--- src/rtl/alu_writeback.sv ---
// In-order ALU writeback stage: skid FIFO into the register-file write port,
// architectural flag register, retire counter. Forwarding built when ALU_WB_FWD_EN is defined.
module alu_writeback #(
  parameter int DATA_W = 16,
  parameter int ADDR_W = 3,
  parameter int DEPTH  = 2
) (
  input  logic                       clk,
  input  logic                       rst,
  input  logic                       in_valid,
  output logic                       in_ready,
  input  logic [DATA_W-1:0]          alu_out,
  input  logic [ADDR_W-1:0]          addr_out,
  input  logic                       wr_en,
  input  logic                       flag_en,
  input  logic                       za,
  input  logic                       zb,
  input  logic                       eq,
  input  logic                       gt,
  input  logic                       lt,
  output logic                       rf_we,
  output logic [ADDR_W-1:0]          rf_waddr,
  output logic [DATA_W-1:0]          rf_wdata,
  input  logic                       rf_ready,
  output logic [4:0]                 flags_q,
  output logic [15:0]                retire_cnt,
  output logic [$clog2(DEPTH):0]     count,
  output logic                       fwd_valid,
  output logic [ADDR_W-1:0]          fwd_addr,
  output logic [DATA_W-1:0]          fwd_data
);

  localparam int PTR_W = $clog2(DEPTH);
  localparam int CNT_W = PTR_W + 1;

  logic [DATA_W-1:0] data_mem [DEPTH];
  logic [ADDR_W-1:0] addr_mem [DEPTH];
  logic              wr_mem   [DEPTH];
  logic              fe_mem   [DEPTH];
  logic [4:0]        flg_mem  [DEPTH];

  logic [PTR_W-1:0]  rd_ptr;
  logic [PTR_W-1:0]  wr_ptr;
  logic [CNT_W-1:0]  count_next;
  logic              push;
  logic              head_valid;
  logic              head_wr;
  logic              retire;

  assign push       = in_valid && in_ready;
  assign head_valid = (count != '0);
  assign head_wr    = wr_mem[rd_ptr];
  assign retire     = head_valid && (!head_wr || rf_ready);

  always_comb begin
    count_next = count;
    if (push && !retire)
      count_next = count + 1'b1;
    else if (!push && retire)
      count_next = count - 1'b1;
  end

  // Control state: pointers, occupancy, registered ready, flags, retire count
  always_ff @(posedge clk) begin
    if (rst) begin
      rd_ptr     <= '0;
      wr_ptr     <= '0;
      count      <= '0;
      in_ready   <= 1'b1;
      flags_q    <= '0;
      retire_cnt <= '0;
    end else begin
      count    <= count_next;
      // Ready is registered from next occupancy, so a retire in FULL raises it one cycle later
      in_ready <= (count_next < CNT_W'(DEPTH));
      if (push)
        wr_ptr <= wr_ptr + 1'b1;
      if (retire) begin
        rd_ptr     <= rd_ptr + 1'b1;
        retire_cnt <= retire_cnt + 16'd1;
        if (fe_mem[rd_ptr])
          flags_q <= flg_mem[rd_ptr];
      end
    end
  end

  // Entry storage: data path is not reset; validity comes from count
  always_ff @(posedge clk) begin
    if (push) begin
      data_mem[wr_ptr] <= alu_out;
      addr_mem[wr_ptr] <= addr_out;
      wr_mem[wr_ptr]   <= wr_en;
      fe_mem[wr_ptr]   <= flag_en;
      flg_mem[wr_ptr]  <= {za, zb, eq, gt, lt};
    end
  end

  assign rf_we    = head_valid && head_wr;
  assign rf_waddr = head_valid ? addr_mem[rd_ptr] : '0;
  assign rf_wdata = head_valid ? data_mem[rd_ptr] : '0;

`ifdef ALU_WB_FWD_EN
  logic [PTR_W-1:0] idx;

  // Walk oldest to youngest so the last match is the youngest writing entry
  always_comb begin
    fwd_valid = 1'b0;
    fwd_addr  = '0;
    fwd_data  = '0;
    idx       = '0;
    for (int i = 0; i < DEPTH; i++) begin
      idx = rd_ptr + PTR_W'(i);
      if ((CNT_W'(i) < count) && wr_mem[idx]) begin
        fwd_valid = 1'b1;
        fwd_addr  = addr_mem[idx];
        fwd_data  = data_mem[idx];
      end
    end
  end
`else
  assign fwd_valid = 1'b0;
  assign fwd_addr  = '0;
  assign fwd_data  = '0;
`endif

endmodule

--- config.mk ---
export PLATFORM = sky130hd
export DESIGN_NAME = alu_writeback
export DESIGN_NICKNAME = d
export VERILOG_FILES = /design/src/rtl/alu_writeback.sv
export SDC_FILE = /design/constraint.sdc
export NUM_CORES = 1
export LEC_CHECK = 0
export ABC_AREA = 1
export CAP_MARGIN = 20
export CORE_AREA = 2 2 93 95
export CTS_CLUSTER_DIAMETER = 40
export DETAILED_ROUTE_END_ITERATION = 8
export DIE_AREA = 0 0 95 97
export PLACE_DENSITY = 0.73
export SETUP_SLACK_MARGIN = 0.1
export SYNTH_ARGS = -nofsm -noshare
export SYNTH_HDL_FRONTEND = slang
export SYNTH_SLANG_ARGS = --single-unit
export TNS_END_PERCENT = 50
--- constraint.sdc ---
create_clock -name clk -period 6.15 [get_ports clk]
set_input_delay 1.5375 -clock clk [delete_from_list [all_inputs] [get_ports clk]]
set_output_delay 1.5375 -clock clk [all_outputs]
set_load 0.02 [all_outputs]
==> results.txt, run 1 <==
- GP Congestion: 0.782
- Final instance count without filler cells: 534
- Most frequent cell after synthesis: sky130_fd_sc_hd__nor2_1
- Critical Path Sink Type: output port
- After routing, the total negative slack on setup checks comes to 0 ns.
* Maximum number of pins on one net before global-route repair: 27
- Number of different library cells in the post-synthesis netlist: 23
- Via Count: 2506
- After clock tree synthesis, the clock-pin slew on the worst setup and hold paths is 0.09 ns.
- Achievable Freq: around 0.25 GHz
* Deepest level of the CTS H-tree: 3
- For hold timing, the worst endpoint is flags_q[3]$_SDFFE_PP0P_.
- Hold Path Origin: flags_q[3]$_SDFFE_PP0P_
* RR Endpoint: in_ready$_SDFF_PP1_
* Number of pins with negative max-slew slack in the final report: 0
* DRC viols: 0
* Global routing's busiest layer: met2
- The synthesized design contains 79 register bits.
* Placement-stage worst setup slack: 2.55 ns
- After the first detailed-routing iteration, the DRC count stood at 160.
- The initial antenna violation count was 0.
- Data on the critical path is required at its endpoint by 4.61 ns.
- In this run, CTS created clock tree buffers numbering 9.
* Period utilization: 0.643
* Number of cells on the worst reg-to-reg path: 9
* Hold_ws: 0.478 ns
- Maximum buffer depth of the clock tree: 2
* Number of cells produced by synthesis: 349
* Status: finished clean
* Post-route cell area: 4320 um^2
- Setup violations remaining at the end of the flow were counted as 0.
- For this run, the register share of the synthesized area comes to 0.625.
* Path category of the worst min-delay check: reg2reg
- Max VDD drop: 0.000182 V
- Worst Hold Depth: 2
- In the global route stage, met3 resource usage came out at 0.0397.
- During placement, the flow inserted port buffers numbering between 70 and 80.
- Final worst setup slack: around 2.2 ns
* Maximum fanout along the worst path: 21
- Final-report hold violation count: 0
- STA classifies the critical path startpoint as a flop.
- Share of cells above drive strength 1: 0.0583
- Setup slack on the worst reg-to-reg path comes out at 3.50 ns.
* Wire length of the first global-routing pass: 11200 um
* Number of synthesized flops with an enable pin: 52
- Cell type contributing the most total cell area after synthesis: sky130_fd_sc_hd__edfxtp_1
* Total Power: 1.68 mW
- Leading register cell type out of synthesis: sky130_fd_sc_hd__edfxtp_1
* DIE HEIGHT: ~97 um
* Initial DRT Pass Iterations: 4
- The worst pin sits at a relative slew slack of 0.534.
* Post-CTS setup buffer count: 0
- Top Ports: 94
- After detailed routing, the average wire length per cell comes to 12.8 um.
* Core Rows: 33
* M2 GR Usage: 0.262
- PostCTS Resize Cnt: 0
* Met1 track utilization from global routing: 0.200
- A synthesized cell averages 9.64 um^2.
- Placeable core area: 8130 um^2
* Leading post-synthesis cells by cell area: sky130_fd_sc_hd__edfxtp_1 46%, sky130_fd_sc_hd__dfxtp_1 16%, sky130_fd_sc_hd__nor2_1 8.4%, sky130_fd_sc_hd__nand2_1 6.9%, sky130_fd_sc_hd__buf_4 4.7%
- Fill cells in the final layout number roughly 700.
- For this run, the total global-route usage over all layers was measured as 0.159.
* Number of nets in the final layout: 458
- The later pin in the worst-skew pair is clocked with a latency of 0.35 ns.
- Die Wd: between 90 and 100 um
* # placed instances: ~520
- Setup repair after global routing left no endpoint under its margin.
* Vias in the first global route: 2452
- Global routing finished with a remaining overflow of 0.
- CTS placed an instance of sky130_fd_sc_hd__clkbuf_8 at the clock tree root.
- The detail route stage leaves a number of antenna-violating nets equal to 0.
- Vias per Instance: 4.69
- Most instantiated cells after synthesis: 75 x sky130_fd_sc_hd__nor2_1, 62 x sky130_fd_sc_hd__nand2_1, 52 x sky130_fd_sc_hd__edfxtp_1
- CTS sink cnt: 79
* Shortest clock period the worst path allows after layout: 3.96 ns
- Static Leakage: 1.60 nW
* Number of hold buffers added after CTS: 0
- During synthesis, Yosys emitted a total of 0 warnings.
* Critical setup path kind: reg2out
* Area delta synth->final: 28.3%
- Max_cap viols: 0
- Clk_skew: about 0.010 ns
- Post-synth ARST share: 0
* Ant. Diodes: 0
- Total Routed Length: 6850 um
- Fraction of post-synthesis cell area in the top cell type by area: 0.464
* Clock tree from TritonCTS: built
* Initial Utilization: 0.414
- At the end of the flow the core is filled with cells to 0.531.
* Transition time at the pin with the least slew margin: between 0.6 and 0.7 ns
- Cell Area, Synth: 3360 um^2
- The die covers ~9200 um^2.
- WP data arrival: around 2.4 ns
- DP Wirelength: 4710 um
* Cell area after placement: 4120 um^2
- For this design the ratio of total power to cell area is 390 nW/um^2.
==> layout by cell type, fill, tap and decap left out, types with 4 or more instances in the layout <==
| master | count |
|---|---|
| sky130_fd_sc_hd__clkbuf_8 | 9 |
| sky130_fd_sc_hd__nor2_1 | 73 |
| sky130_fd_sc_hd__dfxtp_1 | 27 |
| sky130_fd_sc_hd__edfxtp_1 | 52 |
| sky130_fd_sc_hd__a21oi_1 | 19 |
| sky130_fd_sc_hd__ha_1 | 4 |
| sky130_fd_sc_hd__nand3_1 | 17 |
| sky130_fd_sc_hd__clkdlybuf4s50_1 | 73 |
| sky130_fd_sc_hd__nand2_1 | 62 |
| sky130_fd_sc_hd__o21ai_0 | 27 |
| sky130_fd_sc_hd__conb_1 | 20 |
| sky130_fd_sc_hd__inv_1 | 23 |
==> worst max-delay path: stages (launching register included) <==
cell and delay (ns):
sky130_fd_sc_hd__dfxtp_1 0.34, sky130_fd_sc_hd__inv_1 0.06, sky130_fd_sc_hd__ha_1 0.25, sky130_fd_sc_hd__inv_1 0.46, sky130_fd_sc_hd__o21ai_0 0.19, sky130_fd_sc_hd__nor2_1 0.15, sky130_fd_sc_hd__clkdlybuf4s50_1 0.62
==> per-layer routing <==
layer | vias up | part of all wire | wire [um]
met5 | - | 0 | 0
met4 | 0 | 0.016 | 107
met3 | 11 | 0.054 | 367
met2 | 76 | 0.50 | 3420
met1 | 1155 | 0.43 | 2950
li1 | 1264 | - | -
==> where the power goes <==
group / switching [mW] / total (mW) / leakage (nW) / internal, mW
combinational: 0.360 / 0.588 / 0.791 / 0.228
clock: 0.199 / 0.392 / 0.104 / 0.193
sequential: 0.0511 / 0.701 / 0.704 / 0.650
==> cell type report <==
cell class	count	area (um^2)	share of cell area
Tap cell	105	131	0.0304
Multi-Input combinational cell	235	1050	0.242
Inverter	24	90.1	0.0209
Clock inverter	7	76.3	0.0177
Clock buffer	9	124	0.0287
Sequential cell	79	2100	0.487
Timing Repair Buffer	75	746	0.173
==> state kept, by name (all words and copies together), names as in the netlist, named ones only <==
signal / flops
wr_mem: 2
flags_q: 5
count: 1
rd_ptr: 1
fe_mem: 2
data_mem: 32
flg_mem: 10
in_ready: 1
addr_mem: 6
wr_ptr: 1
retire_cnt: 16
==> logic make-up (layout without fill, tap and decap cells) <==
logic type	Yosys count	after routing	share of synthesized area
compound gates	48	48	0.0755
fa+ha+maj	4	4	0.0149
buf+inv	54	115	0.0870
flops	79	79	0.625
other cells	1	20	0.00111
simple gates	163	163	0.197
==> worst max-delay path by stage <==
| stage | cells past startpoint | end | startpoint |
|---|---|---|---|
| CTS | 6 | rf_waddr[0] | count[0]$_SDFFE_PP0P_ |
| global placement | 6 | rf_wdata[7] | count[0]$_SDFFE_PP0P_ |
| detailed placement | 6 | rf_waddr[0] | count[0]$_SDFFE_PP0P_ |
| finish | 6 | rf_wdata[14] | count[0]$_SDFFE_PP0P_ |
| floorplan | 7 | rf_wdata[10] | count[0]$_SDFFE_PP0P_ |
| global route | 6 | rf_waddr[2] | count[0]$_SDFFE_PP0P_ |
Power figures use the tool's default switching activity.
==> run 2: changes to the inputs <==
--- a/config.mk
+++ b/config.mk
@@ -11,7 +11,7 @@
 export CTS_CLUSTER_DIAMETER = 40
 export DETAILED_ROUTE_END_ITERATION = 8
 export DIE_AREA = 0 0 95 97
-export PLACE_DENSITY = 0.73
+export PLACE_DENSITY = 0.76
 export SETUP_SLACK_MARGIN = 0.1
 export SYNTH_ARGS = -nofsm -noshare
 export SYNTH_HDL_FRONTEND = slang
==> constraint.sdc (replaced) <==
create_clock -name clk -period 3.46 [get_ports clk]
set_input_delay 0.865 -clock clk [delete_from_list [all_inputs] [get_ports clk]]
set_output_delay 0.865 -clock clk [all_outputs]
set_load 0.02 [all_outputs]
==> results.txt, run 2 (synthesis gave the netlist of run 1 again) <==
* Shortest clock period the worst path allows after layout: ~3.1 ns
* Logic gate share of total power: 0.362
- DRC viols: 0
- Portion of total power attributed to sequential cells: 0.409
* Initial Utilization: 0.414
* Total Power: 3.02 mW
* Die outline area: ~9200 um^2
- For this run, the slowest stage of the critical path takes around 0.63 ns.
- The number of global-route vias before repair is approximately 2400.
- Critical setup path kind: reg2out
- In the routed layout, each cell is associated on average with a via count of 4.69.
* GP Congestion: about 0.8
* Internal portion of total power: between 1.5 and 2 mW
- Entering global routing, the biggest net connects 27 pins.
- Cell class contributing the biggest share of worst-path delay: buffers and inverters
* Status: finished clean
- The first global-routing pass estimated ~11000 um of wire.
* Clock-pin slew reported for the worst setup and hold paths after clock tree synthesis: 0.08 ns
- Of the total power, the share spent switching nets is 0.363.
* Total Routed Length: 6660 um
- PD cells: 693 nW/um^2
- Placeable core area: 8130 um^2
- Number of pins with negative max-slew slack in the final report: 0
* Achievable Freq: 0.323 GHz
* Static Leakage: 1.60 nW
- Pin placement for this block handled 94 I/O pins.
* Count of buffer and inverter cells on the critical path: 3
* Reported net switching power: 1.09 mW
* Via Count: 2522
- STA classifies the critical path endpoint as an output port.
* Post-detailed-route count of antenna-violating nets: 0
- Flip-flop count of the largest register, all copies and words added: 32
- Global route overflow: 0
- Across the VDD grid, the largest voltage drop is 0.000371 V.
- In this run the horizontal extent of the chip is 95 um.
- Clock tree from TritonCTS: built
* Fill count: 715
- Number of DRC markers after the initial detailed-route iteration: around 190
- Post-route core utilization: 0.535
* Leading cell types in the layout, fill and taps excluded: 73 x sky130_fd_sc_hd__nor2_1, 73 x sky130_fd_sc_hd__clkdlybuf4s50_1, 62 x sky130_fd_sc_hd__nand2_1, 52 x sky130_fd_sc_hd__edfxtp_1
* Cell Chain, Critical Path: inv_1 -> ha_1 -> clkinvlp_4 -> o21ai_0 -> nor2_1 -> clkdlybuf4s50_1
- Number of nets in the final layout: ~460
- Overall routing resource usage: 0.152
- In this run the number of H-tree levels came out at 3.
- Row generation in the floorplan step produced 33 rows.
- Clk_skew: approximately 0.0059 ns
- Of all nets on the critical path, the largest fanout is 21.
- For this run, the detailed router's first-pass iteration total came to 4.
* Largest reg by FF count: data_mem
- Clock buffer count from CTS: 9
- In this run the worst hold path is classified as reg2reg.
- At the worst endpoint, the required time is between 2 and 3 ns.
* DP Wirelength: ~4600 um
- Compared with the post-synthesis result, the final layout area differs by 29.4%.
* Setup TNS: 0 ns
- In the finished design, the share of the clock period the worst path needs comes to 0.896.
* CTS sink cnt: 79
- Setup violations, final: 0
* Root buffer cell: sky130_fd_sc_hd__clkbuf_8
- Port Buffer Count: 73
- The worst setup path is launched from a flop.
* Largest registers: data_mem: 32 flops, retire_cnt: 16 flops, flg_mem: 10 flops
- RSZ-0062 raised after global routing: false
- Ant. Diodes: 0
- Power share of the clock group: 0.229
- The slowest stage of the critical path belongs to the cell sky130_fd_sc_hd__clkdlybuf4s50_1.
- The tool flagged a number of max-cap violations equal to 0.
- For the worst setup path, the data arrival time is 2.24 ns.
* Antenna violations before repair: 0
- After detailed routing, the average wire length per cell comes to 12.4 um.
- Final-report hold violation count: 0
- In the final layout, the share of cells above drive strength 1 is 0.0716.
- The floorplan step set the die height to 97 um.
* Clock insertion delay at the later pin of the skew report: 0.35 ns
- Maximum buffer depth of the clock tree: 2
-- run 2: cell count changes in the layout (fill, tap and decap cells not counted), sizes merged --
cell      delta
inv          -3
buf          +4
clkinvlp     +3
-- run 2: timing repair --
action / 4_1_cts / 5_1_grt
buffers inserted: 0 / 0
gates resized for setup: 0 / 1
endpoints found under the setup margin: 0 / 18
hold endpoints to repair: 0 / 0
hold buffers: 0 / 0
-- run 2: per-stage QoR --
| stage | instance area (um^2) | std cells | worst slack, ns | hold slack (ns) |
|---|---|---|---|---|
| global placement | 4150 | 522 | 0.569 | 0.457 |
| global route | 4350 | 538 | 0.252 | 0.496 |
| finish | 4350 | 538 | 0.360 | 0.470 |
| CTS | 4350 | 538 | 0.147 | 0.469 |
| detailed placement | 4150 | 522 | 0.552 | 0.457 |
| floorplan | 3440 | 368 | 0.899 | 0.481 |
-- run 2: worst paths after layout --
| kind | to | depth (start not counted) | startpoint | slack (ns) |
|---|---|---|---|---|
| max | rf_wdata[10] | 6 | count[0]$_SDFFE_PP0P_ | 0.36 |
| min | flags_q[2]$_SDFFE_PP0P_ | 2 | flags_q[2]$_SDFFE_PP0P_ | 0.47 |
| max reg2reg | in_ready$_SDFF_PP1_ | 10 | flop | 1.17 |
| min reg2reg | flags_q[2]$_SDFFE_PP0P_ | 2 | flags_q[2]$_SDFFE_PP0P_ | 0.47 |
-- run 2: final cells by class --
type / count / area (um^2) / share of cell area
Clock buffer: 9 / 124 / 0.0285
Clock inverter: 7 / 80.1 / 0.0184
Inverter: 24 / 93.8 / 0.0216
Multi-Input combinational cell: 235 / 1050 / 0.240
Sequential cell: 79 / 2100 / 0.483
Tap cell: 105 / 131 / 0.0302
Timing Repair Buffer: 79 / 776 / 0.178
-- run 2: worst register-to-register path: cells and delay by family (launching register included) --
kind	cells	cell delay [ns]
AO/OA/AOI/OAI	1	0.10
flip-flops	1	0.62
buffers and inverters	2	0.48
AND/OR/NAND/NOR	6	0.75
adder cells (fa/ha/maj)	1	0.20
-- run 2: per-layer routing --
metal | up-vias | GRT usage | part of all wire
li1 | 1280 | - | -
met3 | 12 | 0.0537 | 0.077
met1 | 1144 | 0.192 | 0.44
met4 | 0 | 0.0725 | 0.020
met5 | - | 0 | 0
met2 | 86 | 0.232 | 0.46
-- run 2: power groups by stage --
stage / logic [mW] / clock network [mW] / registers [mW]
after floorplan: 0.643 / 0 / 1.27
after global placement: 1.08 / 0 / 1.25
after detailed placement: 1.09 / 0 / 1.25
after CTS: 1.10 / 0.713 / 1.23
after global routing: 1.20 / 0.749 / 1.25
final: 1.09 / 0.692 / 1.23
==> run 3: changes to the inputs <==
--- a/config.mk
+++ b/config.mk
@@ -11,6 +11,8 @@
 export CTS_CLUSTER_DIAMETER = 40
 export DETAILED_ROUTE_END_ITERATION = 8
 export DIE_AREA = 0 0 95 97
+export GPL_TIMING_DRIVEN = 0
+export HOLD_SLACK_MARGIN = 0.1
 export PLACE_DENSITY = 0.76
 export SETUP_SLACK_MARGIN = 0.1
 export SYNTH_ARGS = -nofsm -noshare
==> results.txt, run 3 (synthesis gave the netlist of run 1 again) <==
- Vias per Instance: 4.66
* Deepest level of the CTS H-tree: 3
- Transition time at the pin with the least slew margin: a little under 0.9 ns
* # placed instances: 547
* Max VDD drop: 0.000480 V
- The flow ran to the end, and the final reports show no timing, DRC or antenna violations.
- Period utilization: 0.951
- The library cell used most frequently in the layout, excluding fill and tap cells, is sky130_fd_sc_hd__nor2_1.
- Placeable core area: 8130 um^2
* Max_cap viols: 0
- DRC viols: 0
- Of the cells placed in the final design, the portion with a size suffix greater than 1 is 0.107.
- Initial DRT Pass Iterations: 4
* Count of buffer and inverter cells on the critical path: 5
- Most frequent CP cell: sky130_fd_sc_hd__inv_1
* Setup TNS: 0 ns
- The total overflow left after global routing is 0.
- The first global-routing pass estimated around 11000 um of wire.
- The largest registers in the layout are data_mem: 32 flops, retire_cnt: 16 flops, flg_mem: 10 flops.
* PD cells: 690 nW/um^2
- Fill cells in the final layout number 703.
* Die Wd: 95 um
- The analysis attributes to cell leakage a power of about 1.8 nW.
* Final-report hold violation count: 0
* Critical-path top delay cell: sky130_fd_sc_hd__clkdlybuf4s50_1
- Delay contributed by the slowest stage of the critical path: 0.62 ns
* Hold Path Origin: flags_q[2]$_SDFFE_PP0P_
* Via Count: 2626
- Flip-flop count of the largest register, all copies and words added: 32
* Cell Chain, Critical Path: inv_1 -> ha_1 -> inv_1 -> clkbuf_2 -> clkbuf_4 -> o21ai_0 -> nor2_1 -> clkdlybuf4s50_1
* Final worst setup slack: about 0.17 ns
* Clock tree from TritonCTS: built
- The count of final max-slew check failures came to 0.
- The longest clock path from root to sink contains 2 buffers.
* Cell class contributing the biggest share of worst-path delay: buffers and inverters
* Largest reg by FF count: data_mem
- Timing would allow up to 0.304 GHz.
- Top Ports: 94
* CTS sink cnt: 79
* Startpoint Class: flop
- Vias in the first global route: 2617
* GP Congestion: 0.825
- Root buffer cell: sky130_fd_sc_hd__clkbuf_8
* Reg2reg start: count[0]$_SDFFE_PP0P_
* Clk_skew: 0.0131 ns
- Setup repair after global routing could not meet its margin everywhere.
* Critical setup path kind: reg2out
- For the finished layout, the period the worst path requires is 3.29 ns.
- 0 antenna diodes ended up in the layout.
- Maximum number of pins on one net before global-route repair: 19
- Setup violations remaining at the end of the flow were counted as 0.
- After the first detailed-routing iteration, the DRC count stood at 98.
- Hold timing on the final database bottoms out at a slack of 0.469 ns.
- The min-delay analysis places its worst path in the category reg2reg.
* Total Routed Length: 6980 um
- The worst pin sits at a relative slew slack of 0.423.
* Antenna violations before repair: 0
- Leading cell types in the layout, fill and taps excluded: 73 x sky130_fd_sc_hd__nor2_1, 66 x sky130_fd_sc_hd__clkdlybuf4s50_1, 62 x sky130_fd_sc_hd__nand2_1, 52 x sky130_fd_sc_hd__edfxtp_1
- Row generation in the floorplan step produced 33 rows.
- The count of cells in the finished layout, fillers not included, comes to 563.
- The design draws roughly 3.1 mW.
- Clock buffer count from CTS: 9
- DIE HEIGHT: slightly below 100 um
- Worst EP required: around 2.6 ns
* Placement-stage worst setup slack: around 0.17 ns
- Maximum fanout along the worst path: 10
- Clock insertion delay at the later pin of the skew report: 0.34 ns
- Crit path from: count[0]$_SDFFE_PP0P_
* DP Wirelength: 5130 um
- After clock tree synthesis, the clock-pin slew on the worst setup and hold paths is roughly 0.080 ns.
- STA puts the critical path data arrival time at 2.42 ns.
- Overall routing resource usage: 0.160
* Area delta synth->final: 35.7%
* Number of hold buffers added after CTS: 0
- Port Buffer Count: 72
- Critical Path Sink Type: output port
- Routed wire per std cell: roughly 12 um
- Die outline area: around 9200 um^2
- For this configuration, the core starts out at a cell density of 0.414.
- The detail route stage leaves a number of antenna-violating nets equal to 0.
- Number of nets in the final layout: 487
## run 3: power by group
| part | switching (mW) | internal [mW] | leakage (nW) | total, mW |
|---|---|---|---|---|
| registers | 0.0610 | 1.16 | 0.704 | 1.22 |
| logic | 0.688 | 0.455 | 1.00 | 1.14 |
| clock network | 0.310 | 0.478 | 0.112 | 0.788 |
| total | 1.06 | 2.09 | 1.82 | 3.15 |
## run 3: stage by stage
stage | cell area, um^2 | util
after floorplan | 3440 | -
after global placement | 4290 | 0.527
after detailed placement | 4320 | 0.531
after CTS | 4550 | 0.560
after global routing | 4560 | 0.561
final | 4560 | 0.561
## run 3: tightest hold or removal path, cell delays in order, from the launching register on
cell	delay (ns)
sky130_fd_sc_hd__dfxtp_1	0.32
sky130_fd_sc_hd__nand2_1	0.06
sky130_fd_sc_hd__a21oi_1	0.05
## run 3: layer usage
layer / part of all wire / wire [um] / up-vias / track usage
li1: - / - / 1324 / -
met1: 0.42 / 2960 / 1204 / 0.187
met2: 0.50 / 3460 / 88 / 0.276
met3: 0.064 / 444 / 10 / 0.0374
met4: 0.016 / 115 / 0 / 0.0669
met5: 0 / 0 / - / 0
## run 3: final cells by class
class,instances,area (um^2),area share
Sequential cell,79,2100,0.461
Multi-Input combinational cell,235,1050,0.229
Timing Repair Buffer,74,758,0.166
Buffer,30,208,0.0455
Clock buffer,12,135,0.0296
Tap cell,105,131,0.0288
Clock inverter,4,93.8,0.0206
Inverter,24,90.1,0.0197
## run 3: path summary, 6_finish.rpt
kind,depth (start not counted),end,slack (ns)
worst max-delay path,8,rf_wdata[8],0.17
worst min-delay path,2,flags_q[2]$_SDFFE_PP0P_,0.47
worst max register to register,9,in_ready$_SDFF_PP1_,1.57
worst min register to register,2,flags_q[2]$_SDFFE_PP0P_,0.47
## run 3: timing repair
item	CTS	global route
endpoints found under the setup margin	10	8
buffers inserted	0	0
resized for setup	5	4
gates cloned	0	0
